### src/rtl/tdm_pkg.sv
// tdm_pkg: definitions shared by the TDM transmit block and any future
// receive-side wrapper around demux_1_4.
//   NUM_SLOTS   : lanes per frame
//   SEL_W       : slot-select width
//   tdm_state_e : frame sequencing state
package tdm_pkg;
   localparam int NUM_SLOTS = 4;
   localparam int SEL_W     = 2;

   typedef enum logic {ST_IDLE, ST_RUN} tdm_state_e;
endpackage

### src/rtl/tdm_slot_timer.sv
// tdm_slot_timer: per-slot hold counter plus slot index counter.
//   clk, rst_n : clock, async active-low reset
//   run        : frame in progress; counters are held at zero otherwise
//   restart    : force both counters to zero (start of a new frame)
//   S          : current slot index
//   slot_last  : last cycle of the last slot (S = NUM_SLOTS-1, hold = HOLD-1)
module tdm_slot_timer
   import tdm_pkg::*;
#(
   parameter int HOLD = 1
) (
   input  logic             clk,
   input  logic             rst_n,
   input  logic             run,
   input  logic             restart,
   output logic [SEL_W-1:0] S,
   output logic             slot_last
);
   localparam int                CNT_W   = (HOLD > 1) ? $clog2(HOLD) : 1;
   localparam logic [CNT_W-1:0]  CNT_MAX = CNT_W'(HOLD - 1);
   localparam logic [SEL_W-1:0]  S_LAST  = SEL_W'(NUM_SLOTS - 1);

   logic [CNT_W-1:0] cnt;
   logic             hold_done;

   assign hold_done = (cnt == CNT_MAX);
   assign slot_last = hold_done && (S == S_LAST);

   // S wraps naturally from the last slot to 0, which is also where a
   // back-to-back frame has to begin.
   always_ff @(posedge clk or negedge rst_n) begin
      if (!rst_n) begin
         cnt <= '0;
         S   <= '0;
      end else if (restart || !run) begin
         cnt <= '0;
         S   <= '0;
      end else if (hold_done) begin
         cnt <= '0;
         S   <= S + 1'b1;
      end else begin
         cnt <= cnt + 1'b1;
      end
   end
endmodule

### src/rtl/tdm_mux_4_1.sv
// tdm_mux_4_1: captures a 4-bit word and serialises it one lane per slot.
//   clk, rst_n  : clock, async active-low reset
//   en          : frame request, sampled at frame boundaries only
//   D           : parallel lane data, sampled only at capture
//   Y           : serial data (captured lane selected by S, 0 when idle)
//   S           : slot index, drives the receiver's select directly
//   busy        : frame in progress
//   frame_start : one-cycle pulse on the first cycle of every frame
module tdm_mux_4_1
   import tdm_pkg::*;
#(
   parameter int HOLD = 1
) (
   input  logic                 clk,
   input  logic                 rst_n,
   input  logic                 en,
   input  logic [NUM_SLOTS-1:0] D,
   output logic                 Y,
   output logic [SEL_W-1:0]     S,
   output logic                 busy,
   output logic                 frame_start
);
   tdm_state_e           state_q, state_d;
   logic [NUM_SLOTS-1:0] shadow;
   logic                 capture;
   logic                 slot_last;

   tdm_slot_timer #(.HOLD(HOLD)) u_timer (
      .clk       (clk),
      .rst_n     (rst_n),
      .run       (busy),
      .restart   (capture),
      .S         (S),
      .slot_last (slot_last)
   );

   always_ff @(posedge clk or negedge rst_n) begin
      if (!rst_n) begin
         state_q     <= ST_IDLE;
         shadow      <= '0;
         frame_start <= 1'b0;
      end else begin
         state_q     <= state_d;
         frame_start <= capture;
         if (capture) shadow <= D;
      end
   end

   // en is only looked at in IDLE or on the final cycle of a frame, so a
   // mid-frame deassert never truncates the frame in flight.
   always_comb begin
      state_d = state_q;
      capture = 1'b0;
      case (state_q)
         ST_IDLE: begin
            if (en) begin
               capture = 1'b1;
               state_d = ST_RUN;
            end
         end
         ST_RUN: begin
            if (slot_last) begin
               if (en) capture = 1'b1;
               else    state_d = ST_IDLE;
            end
         end
         default: state_d = ST_IDLE;
      endcase
   end

   // Outputs come from registers only; no path from D or en.
   assign busy = (state_q == ST_RUN);
   assign Y    = busy ? shadow[S] : 1'b0;
endmodule

### config.mk
export PLATFORM = sky130hd
export DESIGN_NAME = tdm_mux_4_1
export DESIGN_NICKNAME = d
export VERILOG_FILES = /design/src/rtl/tdm_pkg.sv /design/src/rtl/tdm_slot_timer.sv /design/src/rtl/tdm_mux_4_1.sv
export SDC_FILE = /design/constraint.sdc
export NUM_CORES = 1
export LEC_CHECK = 0
export CORE_AREA = 2 2 39 41
export DETAILED_ROUTE_END_ITERATION = 8
export DIE_AREA = 0 0 41 43
export PLACE_DENSITY = 0.61
export SETUP_SLACK_MARGIN = 0.5
export SYNTH_ARGS = -nofsm -noshare
export SYNTH_HDL_FRONTEND = slang
export SYNTH_SLANG_ARGS = --single-unit
export TNS_END_PERCENT = 50
### constraint.sdc
create_clock -name clk -period 1.6 [get_ports clk]
set_input_delay 0.32 -clock clk [delete_from_list [all_inputs] [get_ports clk]]
set_output_delay 0.32 -clock clk [all_outputs]
set_load 0.05 [all_outputs]
==> flow_metrics.env <==
export IMPL_worstHoldPathType="primary input to async pin"
export IMPL_first_global_vias=251
export IMPL_netlist_top_cells_count="8 x sky130_fd_sc_hd__dfrtp_1, 4 x sky130_fd_sc_hd__mux2_2, 2 x sky130_fd_sc_hd__nand2b_1"
export IMPL_p_leak_nw=0.2842
export IMPL_power_switching_uw=564.4
export IMPL_grt_setup_unrepaired="true"
export IMPL_seq_power_share_pct=25.9
export IMPL_insertedDiodeCount=0
export IMPL_critical_path_cell_chain="mux4_2 -> and2_4 -> buf_6"
export IMPL_violations="negative setup slack"
export IMPL_die_area_sq_mm=0.001763
export IMPL_die_boundary_height_microns=43
export IMPL_place_congestion=0.7031
export IMPL_syn_inst=21
export IMPL_ctsHoldBuffers=0
export IMPL_ant_nets=0
export IMPL_io_pins=12
export IMPL_tightestPinTransition_ns=0.3682
export IMPL_drt_total_wl_microns=689
export IMPL_power_share_switching_pct=38.11
export IMPL_sequential_element_share_of_the_synthesized_area_pct=62.02
export IMPL_grt_first_pass_wirelength_microns=1062
export IMPL_p_int_uw=916.6
export IMPL_final_period_utilization_pct=109.8
export IMPL_numCtsBuffers=3
export IMPL_post_synth_top_count_cell="sky130_fd_sc_hd__dfrtp_1"
export IMPL_r2r_slack_ns=0.08
export IMPL_max_cap_violations=0
export IMPL_drc_errors=0
export IMPL_synth_cell_area_sq_um=322.8
export IMPL_synthTopCellsByArea="sky130_fd_sc_hd__dfrtp_1 62%, sky130_fd_sc_hd__mux2_2 14%, sky130_fd_sc_hd__mux4_2 7.0%, sky130_fd_sc_hd__ha_1 3.9%, sky130_fd_sc_hd__nand2b_1 3.9%"
export IMPL_timing_final_crit_period_ns=1.756
export IMPL_critPathMaxStageDelay_ns=0.49
export IMPL_clockPowerShare_pct=11.2
export IMPL_critical_path_arrival_ns=1.44
export IMPL_track_usage_pct=9.969
export IMPL_dpl_instance_area_sq_um=480.5
export IMPL_ys_async_sr_fraction_pct=100.0
export IMPL_maxClockFrequency_ghz=0.5694
export IMPL_grt_overflow=0
export IMPL_run_status="complete, but fails checks"
export IMPL_post_synth_top_area_cell="sky130_fd_sc_hd__dfrtp_1"
export IMPL_cts_sinks=8
export IMPL_number_of_antenna_violations_at_the_first_check_in_global_routing=0
export IMPL_drt_pass1_iter_count=1
export IMPL_ys_ff_latch=8
export IMPL_max_slew_margin_pct=75.37
export IMPL_synth_yosys_warnings=0
export IMPL_routed_via_count=242
export IMPL_grt_start_max_net_pins=9
export IMPL_ratio_of_cells_with_drive_above_1_in_the_final_layout_pct=67.50
export IMPL_endpoint_required_time_on_the_critical_path_ns=1.28
export IMPL_finish_utilization_pct=43.94
export IMPL_htree_levels=1
export IMPL_synth_lib_cells_used_distinct=10
export IMPL_worstSkewPairLatency_ns=0.26
export IMPL_synthToLayoutAreaGrowth_pct=88.37
export IMPL_clock_tree_buffer_depth=2
export IMPL_power_per_cell_area_mw_per_mm2=2435
export IMPL_final_cell_area_sq_um=608.1
export IMPL_critical_path_slowest_cell="sky130_fd_sc_hd__mux4_2"
export IMPL_finalHoldViolCount=0
export IMPL_synth_edff_count=0
export IMPL_die_width_microns=41
export IMPL_mappedNetlistNets=29
export IMPL_total_power_mw=1.481
export IMPL_timing_clock_skew_ns=0.006975
export IMPL_clock_tree_from_tritoncts="yes"
export IMPL_flip_flop_cell_with_the_highest_count_after_synthesis="sky130_fd_sc_hd__dfrtp_1"
export IMPL_final_max_slew_violation_count=0
export IMPL_crit_path_start_kind="flop"
export IMPL_routedWlPerCell_microns=12.30
export IMPL_placeableCoreArea_sq_mm=0.001384
export IMPL_viasPerCell=4.321
export IMPL_port_buffer_count=11
export IMPL_combPwrFrac_pct=62.9
export IMPL_syn_mean_instance_area_sq_um=15.37
export IMPL_final_worst_slack_ns=-0.1564
export IMPL_clockRootBuffer="sky130_fd_sc_hd__clkbuf_4"
export IMPL_timing_critical_path_fanout_max=2
export IMPL_crit_path_end_kind="output pin"
export IMPL_peakVddDrop_mv=0.8624
export IMPL_hpwl_after_detailed_placement_microns=476.5
export IMPL_dr_first_iter_drc_count=0
export IMPL_finalSetupViolations=1
export IMPL_clkSlewWorstSetupHoldPaths_ns=0.06
export IMPL_initial_utilization_pct=23.33
export IMPL_worst_setup_path_type="flop to output pin"
export IMPL_synthDominantCellAreaShare_pct=62.02
export IMPL_nNetsFinal=49
export IMPL_num_rows=14
export IMPL_timing_hold_ws_ns=0.3410
==> registers in the layout, summed over array words and instances, names as in the netlist <==
| register | count |
|---|---|
| shadow | 4 |
| u_timer.S | 2 |
| busy | 1 |
| frame_start | 1 |
==> power by group through the flow <==
| stage | Clock, mW | Combinational (mW) | Sequential, mW |
|---|---|---|---|
| 2_1_floorplan | 0 | 0.313 | 0.496 |
| 3_3_place_gp | 0 | 0.677 | 0.362 |
| 3_5_place_dp | 0 | 0.692 | 0.369 |
| 4_1_cts | 0.172 | 0.787 | 0.378 |
| 5_1_grt | 0.189 | 0.981 | 0.393 |
| 6_report | 0.166 | 0.931 | 0.383 |
==> through the flow <==
step / cells / setup slack [ns] / setup TNS (ns)
5_1_grt: 56 / -0.1956 / -0.1956
6_report: 56 / -0.1564 / -0.1564
3_3_place_gp: 49 / 0.09579 / 0
2_1_floorplan: 21 / 0.002459 / 0
4_1_cts: 53 / -0.1608 / -0.1608
3_5_place_dp: 49 / 0.05214 / 0
==> critical path: cells and delay by family, from the launching register on <==
| kind | cells | cell delay, ns |
|---|---|---|
| flip-flops | 1 | 0.38 |
| multiplexers | 1 | 0.49 |
| AND/OR/NAND/NOR | 1 | 0.17 |
| buffers and inverters | 1 | 0.14 |
==> path summary, 6_finish.rpt <==
check                      depth (start not counted)         start         to
min reg2reg                                        1     shadow[2]  shadow[2]
max                                                3  u_timer.S[0]          Y
min                                                1         rst_n  shadow[1]
max reg2reg                                        6  u_timer.S[0]  shadow[3]
min in group clk                                   1     shadow[2]  shadow[2]
max in group asynchronous                          1         rst_n       busy
==> cells in the final DEF, fill, tap and decap left out <==
master | synthesis | final
sky130_fd_sc_hd__buf_12 | 0 | 2
sky130_fd_sc_hd__buf_6 | 0 | 5
sky130_fd_sc_hd__dfrtp_1 | 8 | 5
sky130_fd_sc_hd__ha_2 | 0 | 1
sky130_fd_sc_hd__clkbuf_1 | 0 | 1
sky130_fd_sc_hd__clkbuf_4 | 0 | 3
sky130_fd_sc_hd__inv_1 | 1 | 1
sky130_fd_sc_hd__buf_8 | 0 | 1
sky130_fd_sc_hd__and3b_2 | 1 | 1
sky130_fd_sc_hd__nand2_8 | 0 | 1
sky130_fd_sc_hd__mux2_4 | 0 | 4
sky130_fd_sc_hd__clkdlybuf4s50_1 | 0 | 6
sky130_fd_sc_hd__and2_4 | 0 | 1
sky130_fd_sc_hd__nand2b_4 | 0 | 2
sky130_fd_sc_hd__buf_4 | 0 | 1
sky130_fd_sc_hd__dfrtp_2 | 0 | 3
sky130_fd_sc_hd__mux4_2 | 1 | 1
sky130_fd_sc_hd__and3_4 | 0 | 1
==> area by class of cell <==
| class | count | area (sq um) |
|---|---|---|
| fillers | 133 | 775.7 |
| flip-flops and latches | 8 | 203.9 |
| multi-input cells | 12 | 175.2 |
| well taps | 16 | 20.02 |
| repair buffers | 15 | 178.9 |
| clock buffers | 4 | 26.28 |
| inverters | 1 | 3.754 |
==> kinds of logic (layout without fill, tap and decap cells) <==
logic type / count (synthesis) / after routing / share of synthesized area [%]
simple gates: 6 / 6 / 12.02
fa+ha+maj: 1 / 1 / 3.875
mux: 5 / 5 / 20.93
buf+inv: 1 / 20 / 1.162
flops: 8 / 8 / 62.01
==> per-layer routing <==
layer	share of wire, %	GRT usage, %	vias to the layer above	wire length (microns)
met1	40	10.74	117	276
met5	0	0	-	0
met2	49	13.13	14	341
met4	1.2	10.00	0	8
li1	-	-	109	-
met3	9.1	4.712	2	63
==> what timing repair did <==
action | CTS | global route
buffers inserted | 0 | 3
resized for setup | 8 | 10
cloned | 0 | 0
endpoints found under the setup margin | 12 | 12
pin swaps | 1 | 1
Power figures use the tool's default switching activity.
